File: config.mk
export PLATFORM = sky130hd
export DESIGN_NAME = hazard_ctrl_flat
export DESIGN_NICKNAME = d
export VERILOG_FILES = /design/src/rtl/hazard_ctrl_if.sv /design/src/rtl/hazard_ctrl.sv /design/src/flat_wrapper.sv
export SDC_FILE = /design/constraint.sdc
export NUM_CORES = 1
export LEC_CHECK = 0
export ABC_CLOCK_PERIOD_IN_PS = 2600
export BUFFER_PORTS_ARGS = -buffer_cell sky130_fd_sc_hd__buf_4
export CAP_MARGIN = 20
export CORE_AREA = 2 2 112 114
export DETAILED_ROUTE_END_ITERATION = 7
export DIE_AREA = 0 0 114 116
export GPL_TIMING_DRIVEN = 1
export PLACE_DENSITY = 0.66
export SKIP_CTS_REPAIR_TIMING = 1
export SYNTH_ARGS = -nofsm -noshare
export SYNTH_HDL_FRONTEND = slang
export SYNTH_SLANG_ARGS = --single-unit
File: constraint.sdc
create_clock -name CLK -period 2.6 [get_ports CLK]
set_clock_uncertainty 0.15 [all_clocks]
set_input_delay 0.39 -clock CLK [delete_from_list [all_inputs] [get_ports CLK]]
set_output_delay 0.39 -clock CLK [all_outputs]
set_load 0.01 [all_outputs]
File: src/rtl/hazard_ctrl_if.sv
// ---------------------------------------------------------------------------
// riscv_pkg    : shared core constants (register index width).
// hazard_ctrl_if: bundles every hazard-unit signal except clock and reset.
//   master modport - pipeline side: drives stage status, receives controls
//   slave modport  - hazard_ctrl: receives stage status, drives controls
//   status : id_rs1/id_rs2 (+ _used), ex_rd, ex_mem_read, ex_branch_taken,
//            dmem_req, dmem_ready, imem_ready
//   control: pc_en, *_en / *_clr per pipeline register, stall_cnt,
//            flush_cnt, mem_timeout
// ---------------------------------------------------------------------------
package riscv_pkg;
  localparam int reg_width = 5;
endpackage

interface hazard_ctrl_if #(
  parameter int REG_W = riscv_pkg::reg_width
);
  logic [REG_W-1:0] id_rs1;
  logic [REG_W-1:0] id_rs2;
  logic             id_rs1_used;
  logic             id_rs2_used;
  logic [REG_W-1:0] ex_rd;
  logic             ex_mem_read;
  logic             ex_branch_taken;
  logic             dmem_req;
  logic             dmem_ready;
  logic             imem_ready;

  logic             pc_en;
  logic             ifid_en;
  logic             idex_en;
  logic             exmem_en;
  logic             memwb_en;
  logic             ifid_clr;
  logic             idex_clr;
  logic             exmem_clr;
  logic             memwb_clr;
  logic [31:0]      stall_cnt;
  logic [31:0]      flush_cnt;
  logic             mem_timeout;

  modport master (
    output id_rs1, id_rs2, id_rs1_used, id_rs2_used, ex_rd, ex_mem_read,
           ex_branch_taken, dmem_req, dmem_ready, imem_ready,
    input  pc_en, ifid_en, idex_en, exmem_en, memwb_en,
           ifid_clr, idex_clr, exmem_clr, memwb_clr,
           stall_cnt, flush_cnt, mem_timeout
  );

  modport slave (
    input  id_rs1, id_rs2, id_rs1_used, id_rs2_used, ex_rd, ex_mem_read,
           ex_branch_taken, dmem_req, dmem_ready, imem_ready,
    output pc_en, ifid_en, idex_en, exmem_en, memwb_en,
           ifid_clr, idex_clr, exmem_clr, memwb_clr,
           stall_cnt, flush_cnt, mem_timeout
  );
endinterface

File: src/rtl/hazard_ctrl.sv
// ---------------------------------------------------------------------------
// hazard_ctrl: pipeline hazard controller for a 5-stage RISC-V core.
// Resolves load-use hazards, taken-branch flushes, instruction-fetch misses
// and data-memory stalls into PC / pipeline-register enable and clear
// controls. A data-memory wait that lasts WAIT_TIMEOUT cycles locks the unit
// in an error state until reset.
//   CLK  : single clock, all state on the rising edge
//   RSTn : synchronous active-low reset
//   bus  : hazard_ctrl_if.slave (stage status in, pipeline controls out)
// ---------------------------------------------------------------------------
module hazard_ctrl #(
  parameter int WAIT_TIMEOUT = 255
) (
  input logic         CLK,
  input logic         RSTn,
  hazard_ctrl_if.slave bus
);

  typedef enum logic [1:0] {
    RUN      = 2'd0,
    MEM_WAIT = 2'd1,
    ERROR    = 2'd2
  } state_t;

  state_t      state;
  state_t      next_state;
  state_t      cur_state;
  logic [31:0] wait_cnt;
  logic        lu;
  logic        ms;

  logic        pc_en;
  logic        ifid_en;
  logic        idex_en;
  logic        exmem_en;
  logic        memwb_en;
  logic        ifid_clr;
  logic        idex_clr;
  logic        exmem_clr;
  logic        memwb_clr;
  logic        flush_apply;

  logic [31:0] stall_cnt_q;
  logic [31:0] flush_cnt_q;

  // While reset is held the outputs behave as RUN, even though the register
  // only returns to RUN on the next edge.
  assign cur_state = RSTn ? state : RUN;

  // x0 is hardwired to zero, so a load targeting it can never create a hazard.
  assign lu = bus.ex_mem_read && (bus.ex_rd != '0) &&
              ((bus.id_rs1_used && (bus.id_rs1 == bus.ex_rd)) ||
               (bus.id_rs2_used && (bus.id_rs2 == bus.ex_rd)));

  assign ms = bus.dmem_req && !bus.dmem_ready;

  // State register
  always_ff @(posedge CLK) begin
    if (!RSTn) begin
      state <= RUN;
    end else begin
      state <= next_state;
    end
  end

  // Wait counter: zero while running, counts every MEM_WAIT cycle
  always_ff @(posedge CLK) begin
    if (!RSTn || (state == RUN)) begin
      wait_cnt <= '0;
    end else if (state == MEM_WAIT) begin
      wait_cnt <= wait_cnt + 32'd1;
    end
  end

  // Next-state logic. The timeout compares against WAIT_TIMEOUT-1 because the
  // count updates on the same edge that would enter ERROR.
  always_comb begin
    next_state = state;
    unique case (state)
      RUN: begin
        if (ms) begin
          next_state = MEM_WAIT;
        end
      end
      MEM_WAIT: begin
        if (!ms) begin
          next_state = RUN;
        end else if (wait_cnt >= 32'(WAIT_TIMEOUT - 1)) begin
          next_state = ERROR;
        end
      end
      ERROR: begin
        next_state = ERROR;
      end
      default: begin
        next_state = RUN;
      end
    endcase
  end

  // Output logic: only the highest-priority active condition shapes the
  // controls. A memory stall outranks branch and load-use, so their effect is
  // naturally deferred until the memory access completes.
  always_comb begin
    pc_en       = 1'b1;
    ifid_en     = 1'b1;
    idex_en     = 1'b1;
    exmem_en    = 1'b1;
    memwb_en    = 1'b1;
    ifid_clr    = 1'b0;
    idex_clr    = 1'b0;
    exmem_clr   = 1'b0;
    memwb_clr   = 1'b0;
    flush_apply = 1'b0;
    if (cur_state == ERROR) begin
      pc_en    = 1'b0;
      ifid_en  = 1'b0;
      idex_en  = 1'b0;
      exmem_en = 1'b0;
      memwb_en = 1'b0;
    end else if (ms) begin
      pc_en     = 1'b0;
      ifid_en   = 1'b0;
      idex_en   = 1'b0;
      exmem_en  = 1'b0;
      memwb_clr = 1'b1;
    end else if (bus.ex_branch_taken) begin
      ifid_clr    = 1'b1;
      idex_clr    = 1'b1;
      flush_apply = 1'b1;
    end else if (lu) begin
      pc_en    = 1'b0;
      ifid_en  = 1'b0;
      idex_clr = 1'b1;
    end else if (!bus.imem_ready) begin
      pc_en    = 1'b0;
      ifid_clr = 1'b1;
    end
  end

  // Saturating performance counters; ERROR freezes the PC but is not a stall
  always_ff @(posedge CLK) begin
    if (!RSTn) begin
      stall_cnt_q <= '0;
      flush_cnt_q <= '0;
    end else begin
      if (!pc_en && (state != ERROR) && (stall_cnt_q != '1)) begin
        stall_cnt_q <= stall_cnt_q + 32'd1;
      end
      if (flush_apply && (flush_cnt_q != '1)) begin
        flush_cnt_q <= flush_cnt_q + 32'd1;
      end
    end
  end

  assign bus.pc_en       = pc_en;
  assign bus.ifid_en     = ifid_en;
  assign bus.idex_en     = idex_en;
  assign bus.exmem_en    = exmem_en;
  assign bus.memwb_en    = memwb_en;
  assign bus.ifid_clr    = ifid_clr;
  assign bus.idex_clr    = idex_clr;
  assign bus.exmem_clr   = exmem_clr;
  assign bus.memwb_clr   = memwb_clr;
  assign bus.stall_cnt   = stall_cnt_q;
  assign bus.flush_cnt   = flush_cnt_q;
  assign bus.mem_timeout = (cur_state == ERROR);

endmodule

File: src/flat_wrapper.sv
// flat-port wrapper written by rule: the top's interface ports become plain ports
module hazard_ctrl_flat 
#(
  parameter int WAIT_TIMEOUT = 255
)
  (CLK, RSTn, bus_id_rs1, bus_id_rs2, bus_id_rs1_used, bus_id_rs2_used, bus_ex_rd, bus_ex_mem_read, bus_ex_branch_taken, bus_dmem_req, bus_dmem_ready, bus_imem_ready, bus_pc_en, bus_ifid_en, bus_idex_en, bus_exmem_en, bus_memwb_en, bus_ifid_clr, bus_idex_clr, bus_exmem_clr, bus_memwb_clr, bus_stall_cnt, bus_flush_cnt, bus_mem_timeout);
  hazard_ctrl_if bus_i ();
  input logic CLK;
  input logic RSTn;
  input wire logic [$bits(bus_i.id_rs1)-1:0] bus_id_rs1;
  input wire logic [$bits(bus_i.id_rs2)-1:0] bus_id_rs2;
  input wire logic [$bits(bus_i.id_rs1_used)-1:0] bus_id_rs1_used;
  input wire logic [$bits(bus_i.id_rs2_used)-1:0] bus_id_rs2_used;
  input wire logic [$bits(bus_i.ex_rd)-1:0] bus_ex_rd;
  input wire logic [$bits(bus_i.ex_mem_read)-1:0] bus_ex_mem_read;
  input wire logic [$bits(bus_i.ex_branch_taken)-1:0] bus_ex_branch_taken;
  input wire logic [$bits(bus_i.dmem_req)-1:0] bus_dmem_req;
  input wire logic [$bits(bus_i.dmem_ready)-1:0] bus_dmem_ready;
  input wire logic [$bits(bus_i.imem_ready)-1:0] bus_imem_ready;
  output wire logic [$bits(bus_i.pc_en)-1:0] bus_pc_en;
  output wire logic [$bits(bus_i.ifid_en)-1:0] bus_ifid_en;
  output wire logic [$bits(bus_i.idex_en)-1:0] bus_idex_en;
  output wire logic [$bits(bus_i.exmem_en)-1:0] bus_exmem_en;
  output wire logic [$bits(bus_i.memwb_en)-1:0] bus_memwb_en;
  output wire logic [$bits(bus_i.ifid_clr)-1:0] bus_ifid_clr;
  output wire logic [$bits(bus_i.idex_clr)-1:0] bus_idex_clr;
  output wire logic [$bits(bus_i.exmem_clr)-1:0] bus_exmem_clr;
  output wire logic [$bits(bus_i.memwb_clr)-1:0] bus_memwb_clr;
  output wire logic [$bits(bus_i.stall_cnt)-1:0] bus_stall_cnt;
  output wire logic [$bits(bus_i.flush_cnt)-1:0] bus_flush_cnt;
  output wire logic [$bits(bus_i.mem_timeout)-1:0] bus_mem_timeout;
  assign bus_i.id_rs1 = bus_id_rs1;
  assign bus_i.id_rs2 = bus_id_rs2;
  assign bus_i.id_rs1_used = bus_id_rs1_used;
  assign bus_i.id_rs2_used = bus_id_rs2_used;
  assign bus_i.ex_rd = bus_ex_rd;
  assign bus_i.ex_mem_read = bus_ex_mem_read;
  assign bus_i.ex_branch_taken = bus_ex_branch_taken;
  assign bus_i.dmem_req = bus_dmem_req;
  assign bus_i.dmem_ready = bus_dmem_ready;
  assign bus_i.imem_ready = bus_imem_ready;
  assign bus_pc_en = bus_i.pc_en;
  assign bus_ifid_en = bus_i.ifid_en;
  assign bus_idex_en = bus_i.idex_en;
  assign bus_exmem_en = bus_i.exmem_en;
  assign bus_memwb_en = bus_i.memwb_en;
  assign bus_ifid_clr = bus_i.ifid_clr;
  assign bus_idex_clr = bus_i.idex_clr;
  assign bus_exmem_clr = bus_i.exmem_clr;
  assign bus_memwb_clr = bus_i.memwb_clr;
  assign bus_stall_cnt = bus_i.stall_cnt;
  assign bus_flush_cnt = bus_i.flush_cnt;
  assign bus_mem_timeout = bus_i.mem_timeout;
  hazard_ctrl #(.WAIT_TIMEOUT(WAIT_TIMEOUT)) u_core (.CLK(CLK), .RSTn(RSTn), .bus(bus_i));
endmodule
==> key figures, run 1 <==
Outcome
  • Outcome: complete, no violations

Critical path
  • Slowest CP cell: or4_1
  • Max stage delay on crit path: 0.54 ns
  • Crit path arrival time: 1.94 ns
  • CP endpoint kind: output port
  • Critical Path RT: 2.06 ns
  • WP buf/inv: 2
  • Delay-heaviest family, CP: simple AND/OR/NAND/NOR gates
  • FF-to-FF setup slack: 0.17 ns
  • CP Max Fanout: 3
  • Crit-path cells: buf_4 > or4_1 > o21ai_1 > o21bai_1 > nor2_1 > a211oi_1 > buf_4
  • Crit start category: input pin
  • CP Class: in2out
  • Worst path most repeated cell: buf_4

Logic synthesis
  • Sequential-to-total area share from yosys stat: 39.7%
  • Post-Synth XOR/XNOR Area: 10.6%
  • Post-Synth Simple-Gate Area: 33.2%
  • Yosys warns: 0
  • Count of cell types in the netlist: 49
  • Compound-Gate Fraction of Synth Area: 10.6%
  • Post-synthesis adder-cell area fraction: 1.01%
  • Largest family of logic cells by synthesized area: simple AND/OR/NAND/NOR gates
  • Net Count, Synth: 637
  • Synthesized cell area: 4940 um^2
  • Ys async rst share: 0%
  • Seq cells post-synth: 98
  • Avg Cell Area, Syn: 8.12 um^2
  • Synth Instances: 609
  • Number of flops mapped to enable cells by yosys: 0
  • Main synth FF type: dfxtp_1
  • Mux cell area share after synthesis: 1.01%

Pwr
  • Peak VDD IR: 0.277 mV
  • Power Density: 500 nW/um^2
  • Leak: 2.27 nW

Floorplanning
  • Row cnt: 40
  • Die X: 114 um
  • Chip height: 116 um
  • Initial Util: 41.5%
  • Core Area: 11900 um^2
  • Die ar.: 13200 um^2
  • Top-Level Pins: 98

Final layout
  • Nets: 742
  • Synth-to-Final Area Change: 26.0%
  • Ant. Diodes: 0
  • Layout cells sized above 1: 20.2%

Clock network
  • Max H-tree Level: 3
  • Root buf cell: clkbuf_16
  • Clk_lat worst skew: 0.34 ns
  • Worst-path clk slew: 0.06 ns
  • TritonCTS Sinks: 98
  • Num CTS Buffers: 9
  • CTS tree: built
  • Clock Tree Buf Depth: 2

Detailed routing
  • 1st-iter DRT viols: 285
  • Post-Route WL: 13000 um
  • Post-route ant nets: 0
  • Vias: 4728
  • DRT Pass-1 Iters: 4
  • DR WL/cell: 15.0 um
  • Remaining DRCs: 0
  • Vias per cell: 5.47

Timing
  • Hold Slack: 0.352 ns
  • Count of pins over their slew limit: 0
  • Setup TNS: 0 ns
  • Final period util: 95.4%
  • Min cycle time layout: 2.48 ns
  • RSZ-0062 raised after global routing: false
  • F_max: 403 MHz
  • Final Hold Viols: 0
  • Final Setup Violations: 0

Worst hold path
  • Hold Path Class: reg2reg

GRT
  • GRT Overall Usage: 19.7%
  • First-pass GRT wire length: 21000 um
  • Largest net degree at the start of global routing: 31
  • Number of global-route vias before repair: 4365
  • Overflow after GRT: 0
  • Initial antenna violation count: 0

Placed design
  • DP Wirelength: 9490 um
  • IO buf count: 96
  • Gpl congestion: 0.862

Flow run
  • Max_cap viols: 0
per-stage QoR:
stage | total power, mW | utilization, % | instance area [um^2] | cells | worst slack, ns
after floorplan | 1.65 | - | 4940 | 609 | 0.189
after global placement | 1.74 | 49.7 | 5920 | 850 | 0.144
after detailed placement | 1.75 | 49.7 | 5920 | 850 | 0.0360
after CTS | 3.15 | 52.3 | 6230 | 864 | 0.130
after global routing | 3.23 | 52.3 | 6230 | 864 | 0.00333
final | 3.11 | 52.3 | 6230 | 864 | 0.121
placed cells by master (no fill, tap or decap), drive strengths merged, types with 2 or more instances in the layout:
cell type	count
and3	15
a21oi	37
o211ai	3
nand4	30
xor2	34
or3	27
nand2	45
clkbuf	11
nand2b	9
nand3b	2
buf	121
bufinv	2
or4	14
and4	8
mux2i	5
and2	4
ha	4
o311ai	2
nor3	15
inv	13
dfxtp	98
nor4	16
nor2	80
o41ai	2
nand3	42
nor2b	2
o211a	2
o31ai	10
o21ai	29
xnor2	26
path summary, 6_finish.rpt:
check	cells after the start	from	endpoint
setup / recovery	7	bus_ex_rd[0]	bus_ifid_clr
hold reg to reg	2	u_core.bus.stall_cnt[20]$_SDFFE_PN0P_	u_core.bus.stall_cnt[20]$_SDFFE_PN0P_
hold / removal	2	u_core.bus.stall_cnt[20]$_SDFFE_PN0P_	u_core.bus.stall_cnt[20]$_SDFFE_PN0P_
setup reg to reg	8	u_core.bus.stall_cnt[0]$_SDFFE_PN0P_	u_core.bus.stall_cnt[23]$_SDFFE_PN0P_
where the power goes:
part	internal, mW	leakage, nW	switching, mW
registers	1.51	0.790	0.0107
logic	0.0835	1.33	0.111
clock network	0.857	0.151	0.540
total	2.45	2.27	0.662
Yosys cell counts (all sizes together), types with 2 or more instances:
cell type,count,area (um^2)
mux2i,5,50.1
o31ai,10,75.1
and2,4,27.5
nand3,42,210
o211a,2,20.0
inv,13,48.8
nand2b,9,56.3
dfxtp,98,1960
or4,14,105
and4,8,70.1
nor4,16,113
xnor2,26,228
nand4,30,194
o311ai,2,17.5
nand3b,2,15.0
and3,15,98.8
a21oi,37,185
nand2,45,174
clkbuf,12,45.0
o21ai,29,145
o211ai,3,22.5
ha,4,50.1
nor2,80,300
nor2b,2,12.5
nor3,15,80.1
o41ai,2,17.5
xor2,34,298
buf,15,93.8
or3,27,169
routing by layer:
| layer | wire (um) | vias up | GRT usage [%] | part of all wire [%] |
|---|---|---|---|---|
| met5 | 0 | - | 0 | 0 |
| met2 | 6080 | 127 | 31.3 | 47 |
| met1 | 5920 | 2194 | 26.1 | 46 |
| met4 | 102 | 0 | 7.15 | 0.79 |
| met3 | 863 | 9 | 4.60 | 6.7 |
| li1 | - | 2398 | - | - |
worst register-to-register path: stages (launching register included):
cell and delay [ns]:
dfxtp_1 0.36, ha_1 0.23, nand4_1 0.11, nor3_2 0.07
and2_4 0.18, and3_4 0.24, or4_1 0.57, or3_1 0.33
a21oi_1 0.14
kinds of logic (layout without fill, tap and decap cells):
group                    Yosys count  after routing
AO/OA/AOI/OAI                     90             90
AND/OR/NAND/NOR                  311            311
multiplexers                       5              5
buffers and inverters             40            148
XOR/XNOR                          60             60
other                              1              1
flip-flops                        98             98
adder cells (fa/ha/maj)            4              4
registers in the layout, indices dropped and copies added (netlist names):
name and flops:
u_core.bus.stall_cnt 32, u_core.bus.flush_cnt 32, u_core.wait_cnt 32, u_core.state 2
layout make-up:
cell class / count / area, um^2
Clock buffer: 11 / 243
Clock inverter: 3 / 65.1
Tap cell: 147 / 184
Multi-Input combinational cell: 471 / 2790
Sequential cell: 98 / 1960
Timing Repair Buffer: 121 / 933
Fill cell: 1126 / 5680
Inverter: 13 / 48.8
No activity file was read; power rests on OpenSTA's default activity.
==> run 2: changes to the inputs <==
Settings changed: RECOVER_POWER set to 100.
==> run 2 against run 1 <==
Against the previous run: clock power about the same; global-route usage unchanged; routed wire length rose by 0.10%; critical endpoint unchanged.
==> key figures, run 2 (same netlist as run 1, synthesis figures left out) <==
Timing
  • Relative slew slack: 57.7%
  • Setup ws final: 0.139 ns (was 0.121 ns)
  • Count of pins over their slew limit: 0 (unchanged)
  • Hold Slack: 0.352 ns (about the same)
  • Final period util: 94.6% (was 95.4%)
  • RSZ-0062 raised after global routing: false (unchanged)
  • Setup TNS: 0 ns (unchanged)
  • Min cycle time layout: 2.46 ns (was 2.48 ns)
  • Final Setup Violations: 0 (unchanged)
  • Final Hold Viols: 0 (unchanged)
  • Slew @ Worst Pin: 0.634 ns
  • F_max: 406 MHz (was 403 MHz)

Detailed routing
  • 1st-iter DRT viols: 302 (was 285)
  • DR WL/cell: 15.0 um (about the same)
  • Vias per cell: 5.46 (was 5.47)
  • Remaining DRCs: 0 (unchanged)
  • DRT Pass-1 Iters: 5 (was 4)
  • Vias: 4714 (was 4728)
  • Post-Route WL: 13000 um (about the same)
  • Post-route ant nets: 0 (unchanged)

Final layout
  • Synth-to-Final Area Change: 19.3% (was 26.0%)
  • Layout cells sized above 1: 9.21% (was 20.2%)
  • Ant. Diodes: 0 (unchanged)
  • Most frequent cells in the layout: 98 x dfxtp_1, 80 x nor2_1, 76 x clkbuf_1 (was 119 x buf_4, 98 x dfxtp_1, 80 x nor2_1)
  • Commonest non-fill, non-tap cell in the layout: dfxtp_1 (was buf_4)
  • Non-filler instance count after layout: 864 (unchanged)
  • Nets: 742 (unchanged)

Critical path
  • CP Max Fanout: 3 (unchanged)
  • Crit start category: input pin (unchanged)
  • Critical Path RT: 2.06 ns (about the same)
  • FF-to-FF path depth: 8 (unchanged)
  • CP endpoint kind: output port (unchanged)
  • Crit path arrival time: 1.92 ns (was 1.94 ns)
  • CP Class: in2out (unchanged)

Worst hold path
  • Hold Path Class: reg2reg (unchanged)
  • WHS Path Cells: 2 (unchanged)

Placed design
  • Gpl congestion: 0.862 (unchanged)
  • DP Wirelength: 9490 um (unchanged)
  • Place WS: 0.0360 ns (unchanged)
  • IO buf count: 96 (unchanged)
  • Dpl cells: 850 (unchanged)

Floorplanning
  • Chip height: 116 um (unchanged)
  • Core Area: 11900 um^2 (unchanged)
  • Top-Level Pins: 98 (unchanged)
  • Die ar.: 13200 um^2 (unchanged)
  • Initial Util: 41.5% (unchanged)
  • Die X: 114 um (unchanged)
  • Row cnt: 40 (unchanged)

Clock network
  • Root buf cell: clkbuf_16 (unchanged)
  • Max H-tree Level: 3 (unchanged)
  • TritonCTS Sinks: 98 (unchanged)
  • Num CTS Buffers: 9 (unchanged)
  • CTS tree: built (unchanged)
  • Clock Tree Buf Depth: 2 (unchanged)
  • Worst-path clk slew: 0.06 ns (about the same)
  • Clk_lat worst skew: 0.34 ns (about the same)

Outcome
  • Outcome: complete, no violations (unchanged)

GRT
  • Largest net degree at the start of global routing: 31 (unchanged)
  • Number of global-route vias before repair: 4365 (unchanged)
  • GRT Overall Usage: 19.7% (unchanged)
  • Overflow after GRT: 0 (unchanged)
  • Initial antenna violation count: 0 (unchanged)
  • First-pass GRT wire length: 21000 um (unchanged)

Flow run
  • Max_cap viols: 0 (unchanged)

Pwr
  • Power Density: 524 nW/um^2 (was 500 nW/um^2)
  • Leak: 1.94 nW (was 2.27 nW)
  • Peak VDD IR: 0.276 mV (was 0.277 mV)
run 2: cell count changes in the layout (fill, tap and decap cells not counted), moves of 2 or more:
cell | before | now
clkbuf_2 | 0 | 5
clkbuf_1 | 1 | 76
buf_4 | 119 | 40
and2_0 | 1 | 3
nand2_1 | 43 | 45
and2_1 | 2 | 0
nand2_2 | 2 | 0
buf_12 | 2 | 0
run 2: critical path, stage by stage:
cell and delay (ns):
buf_4 0.13, or4_1 0.54, o21ai_1 0.17, o21bai_1 0.22, nor2_1 0.10, a211oi_1 0.21, buf_4 0.16
run 2: per-layer routing:
metal	share of wire, %	track usage, %
met1	47	26.1
met2	47	31.3
met3	5.5	4.60
met4	1.0	7.15
met5	0	0
run 2: where the power goes:
part,internal (mW),switching (mW),leakage (nW)
combinational,0.0635,0.109,1.00
clock,0.857,0.539,0.151
sequential,1.51,0.0104,0.790
run 2: path summary, 6_finish.rpt:
check | start | endpoint | slack [ns]
setup / recovery | bus_ex_rd[0] | bus_ifid_clr | 0.14
hold / removal | u_core.bus.stall_cnt[20]$_SDFFE_PN0P_ | u_core.bus.stall_cnt[20]$_SDFFE_PN0P_ | 0.35
setup reg to reg | u_core.bus.stall_cnt[0]$_SDFFE_PN0P_ | u_core.bus.stall_cnt[23]$_SDFFE_PN0P_ | 0.18
hold reg to reg | u_core.bus.stall_cnt[20]$_SDFFE_PN0P_ | u_core.bus.stall_cnt[20]$_SDFFE_PN0P_ | 0.35
run 2: area by class of cell:
| cell class | count | area [um^2] |
|---|---|---|
| tap | 147 | 184 |
| clock inverter | 3 | 65.1 |
| timing repair buffer | 121 | 614 |
| multi-input combinational | 471 | 2780 |
| sequential | 98 | 1960 |
| clock buffer | 11 | 243 |
| fill | 1210 | 6010 |
| inverter | 13 | 48.8 |
run 2: through the flow:
stage	util [%]	cell area [um^2]	power (mW)
4_1_cts	52.3	6230	3.15
2_1_floorplan	-	4940	1.65
3_3_place_gp	49.7	5920	1.74
3_5_place_dp	49.7	5920	1.75
6_report	49.5	5900	3.09
5_1_grt	49.5	5900	3.21
==> run 3: changes to the inputs <==
--- a/config.mk
+++ b/config.mk
@@ -9,9 +9,9 @@
 export BUFFER_PORTS_ARGS = -buffer_cell sky130_fd_sc_hd__buf_4
 export CAP_MARGIN = 20
-export CORE_AREA = 2 2 112 114
+export CORE_AREA = 2 2 108 110
 export DETAILED_ROUTE_END_ITERATION = 7
-export DIE_AREA = 0 0 114 116
+export DIE_AREA = 0 0 110 112
 export GPL_TIMING_DRIVEN = 1
-export PLACE_DENSITY = 0.66
+export PLACE_DENSITY = 0.7
 export RECOVER_POWER = 100
 export SKIP_CTS_REPAIR_TIMING = 1
--- a/constraint.sdc
+++ b/constraint.sdc
@@ -3,3 +3,3 @@
 set_input_delay 0.39 -clock CLK [delete_from_list [all_inputs] [get_ports CLK]]
 set_output_delay 0.39 -clock CLK [all_outputs]
-set_load 0.01 [all_outputs]
+set_load 0.1 [all_outputs]
==> run 3 against run 2 <==
Against the previous run: cell area grew 1.9%; hold slack lost 0.012 ns; setup slack lost 0.045 ns; total power grew 4.4%; largest cell class unchanged; combinational power grew 63%; critical path depth is the same; routed wire length shrank 7.3%; first-iteration DRC count shrank 6.6%; register-to-register slack is essentially flat; sequential power is essentially flat; clock-buffer cell count is the same; highest routed layer unchanged.
==> key figures, run 3 (same netlist as run 1, synthesis figures left out) <==
Outcome
  • Outcome: complete, no violations (unchanged)

Timing
  • Final period util: 96.4% (was 94.6%)
  • Min cycle time layout: 2.51 ns (was 2.46 ns)
  • Final Hold Viols: 0 (unchanged)
  • F_max: 399 MHz (was 406 MHz)
  • Slew @ Worst Pin: 1.23 ns (was 0.634 ns)
  • Relative slew slack: 18.4% (was 57.7%)
  • RSZ-0062 raised after global routing: false (unchanged)
  • Count of pins over their slew limit: 0 (unchanged)
  • Final Setup Violations: 0 (unchanged)

Detailed routing
  • Vias: 4756 (was 4714)
  • Vias per cell: 5.58 (was 5.46)
  • DRT Pass-1 Iters: 5 (unchanged)
  • Post-Route WL: 12000 um (was 13000 um)
  • Post-route ant nets: 0 (unchanged)
  • 1st-iter DRT viols: 282 (was 302)
  • Remaining DRCs: 0 (unchanged)
  • DR WL/cell: 14.1 um (was 15.0 um)

Critical path
  • CP Max Fanout: 3 (unchanged)
  • Crit path arrival time: 1.97 ns (was 1.92 ns)
  • Crit start category: input pin (unchanged)
  • CP Class: in2out (unchanged)
  • CP endpoint kind: output port (unchanged)
  • Critical Path RT: 2.06 ns (about the same)

Floorplanning
  • Chip height: 112 um (was 116 um)
  • Die ar.: 12300 um^2 (was 13200 um^2)
  • Top-Level Pins: 98 (unchanged)
  • Die X: 110 um (was 114 um)
  • Core Area: 11200 um^2 (was 11900 um^2)
  • Initial Util: 44.2% (was 41.5%)
  • Row cnt: 39 (was 40)

Final layout
  • Ant. Diodes: 0 (unchanged)
  • Layout cells sized above 1: 17.9% (was 9.21%)
  • Non-filler instance count after layout: 852 (was 864)
  • Nets: 732 (was 742)
  • Synth-to-Final Area Change: 21.6% (was 19.3%)
  • Final Cell Area: 6010 um^2 (was 5900 um^2)
  • Commonest non-fill, non-tap cell in the layout: nor2_1 (was dfxtp_1)
  • Most frequent cells in the layout: 75 x nor2_1, 69 x clkbuf_1, 49 x dfxtp_1 (was 98 x dfxtp_1, 80 x nor2_1, 76 x clkbuf_1)
  • Filler Cell Count: 1093 (was 1210)

Clock network
  • Num CTS Buffers: 9 (unchanged)
  • Max H-tree Level: 3 (unchanged)
  • Worst-path clk slew: 0.07 ns (was 0.06 ns)
  • Clock Tree Buf Depth: 2 (unchanged)
  • Root buf cell: clkbuf_16 (unchanged)
  • TritonCTS Sinks: 98 (unchanged)
  • Clk_lat worst skew: 0.34 ns (about the same)
  • CTS tree: built (unchanged)

GRT
  • Largest net degree at the start of global routing: 60 (was 31)
  • First-pass GRT wire length: 20100 um (was 21000 um)
  • GRT Overall Usage: 19.8% (was 19.7%)
  • Overflow after GRT: 0 (unchanged)
  • Initial antenna violation count: 0 (unchanged)
  • Number of global-route vias before repair: 4470 (was 4365)

Placed design
  • DP Wirelength: 8560 um (was 9490 um)
  • Gpl congestion: 0.820 (was 0.862)
  • Dpl cells: 836 (was 850)
  • Post-DP Area: 6010 um^2 (was 5920 um^2)
  • IO buf count: 96 (unchanged)

Pwr
  • Power Density: 536 nW/um^2 (was 524 nW/um^2)
  • Leak: 1.95 nW (was 1.94 nW)
  • Peak VDD IR: 0.337 mV (was 0.276 mV)

Flow run
  • Max_cap viols: 0 (unchanged)

Worst hold path
  • Hold Path Class: reg2reg (unchanged)
==> run 3: cell types whose count changed in the layout (fill, tap and decap cells not counted), moves of 2 or more <==
cell,previous run,this run
buf_4,40,33
clkbuf_1,76,69
clkbuf_4,1,3
dfxtp_1,98,49
dfxtp_2,0,48
nor2_1,80,75
nor2_4,0,4
==> run 3: cell type report <==
cell class,count,area [um^2],area share (%)
Clock buffer,11,243,4.04
Clock inverter,5,77.6,1.29
Inverter,13,48.8,0.812
Multi-Input combinational cell,471,2870,47.8
Sequential cell,98,2030,33.7
Tap cell,143,179,2.98
Timing Repair Buffer,111,567,9.43
==> run 3: path summary, 6_finish.rpt <==
| check | start | endpoint | slack, ns | cells past startpoint |
|---|---|---|---|---|
| setup / recovery | bus_ex_rd[0] | bus_ifid_clr | 0.09 | 7 |
| hold reg to reg | u_core.bus.stall_cnt[16]$_SDFFE_PN0P_ | u_core.bus.stall_cnt[16]$_SDFFE_PN0P_ | 0.34 | 2 |
| hold / removal | u_core.bus.stall_cnt[16]$_SDFFE_PN0P_ | u_core.bus.stall_cnt[16]$_SDFFE_PN0P_ | 0.34 | 2 |
| setup reg to reg | u_core.wait_cnt[1]$_SDFFE_PP0P_ | u_core.wait_cnt[30]$_SDFFE_PP0P_ | 0.18 | 8 |
==> run 3: critical path, stage by stage <==
cell      delay [ns]
clkbuf_2        0.11
or4_1           0.51
o21ai_1         0.16
o21bai_1        0.19
nor2_1          0.16
a211oi_4        0.18
buf_6           0.25
==> run 3: per-stage QoR <==
stage               setup TNS, ns  total power [mW]  worst slack, ns  hold WS (ns)  utilization (%)
floorplan                   -5.34              1.77           -0.832         0.317                -
global placement                0              1.84           0.0648         0.321             53.7
detailed placement              0              1.85           0.0393         0.330             53.7
CTS                             0              3.27           0.0354         0.339             56.6
global route                    0              3.33           0.0106         0.358             53.8
finish                          0              3.22           0.0941         0.339             53.8
==> run 3: metal layers <==
metal  global-route usage, %  share of wire [%]  up-vias
li1                        -                  -     2379
met1                    25.2                 46     2232
met2                    32.9                 47      126
met3                    4.33                5.4       19
met4                    6.58                1.8        0
met5                       0                  0        -
==> run 3: where the power goes <==
part	switching (mW)	internal [mW]
clock network	0.558	0.866
registers	0.0122	1.51
logic	0.211	0.0687
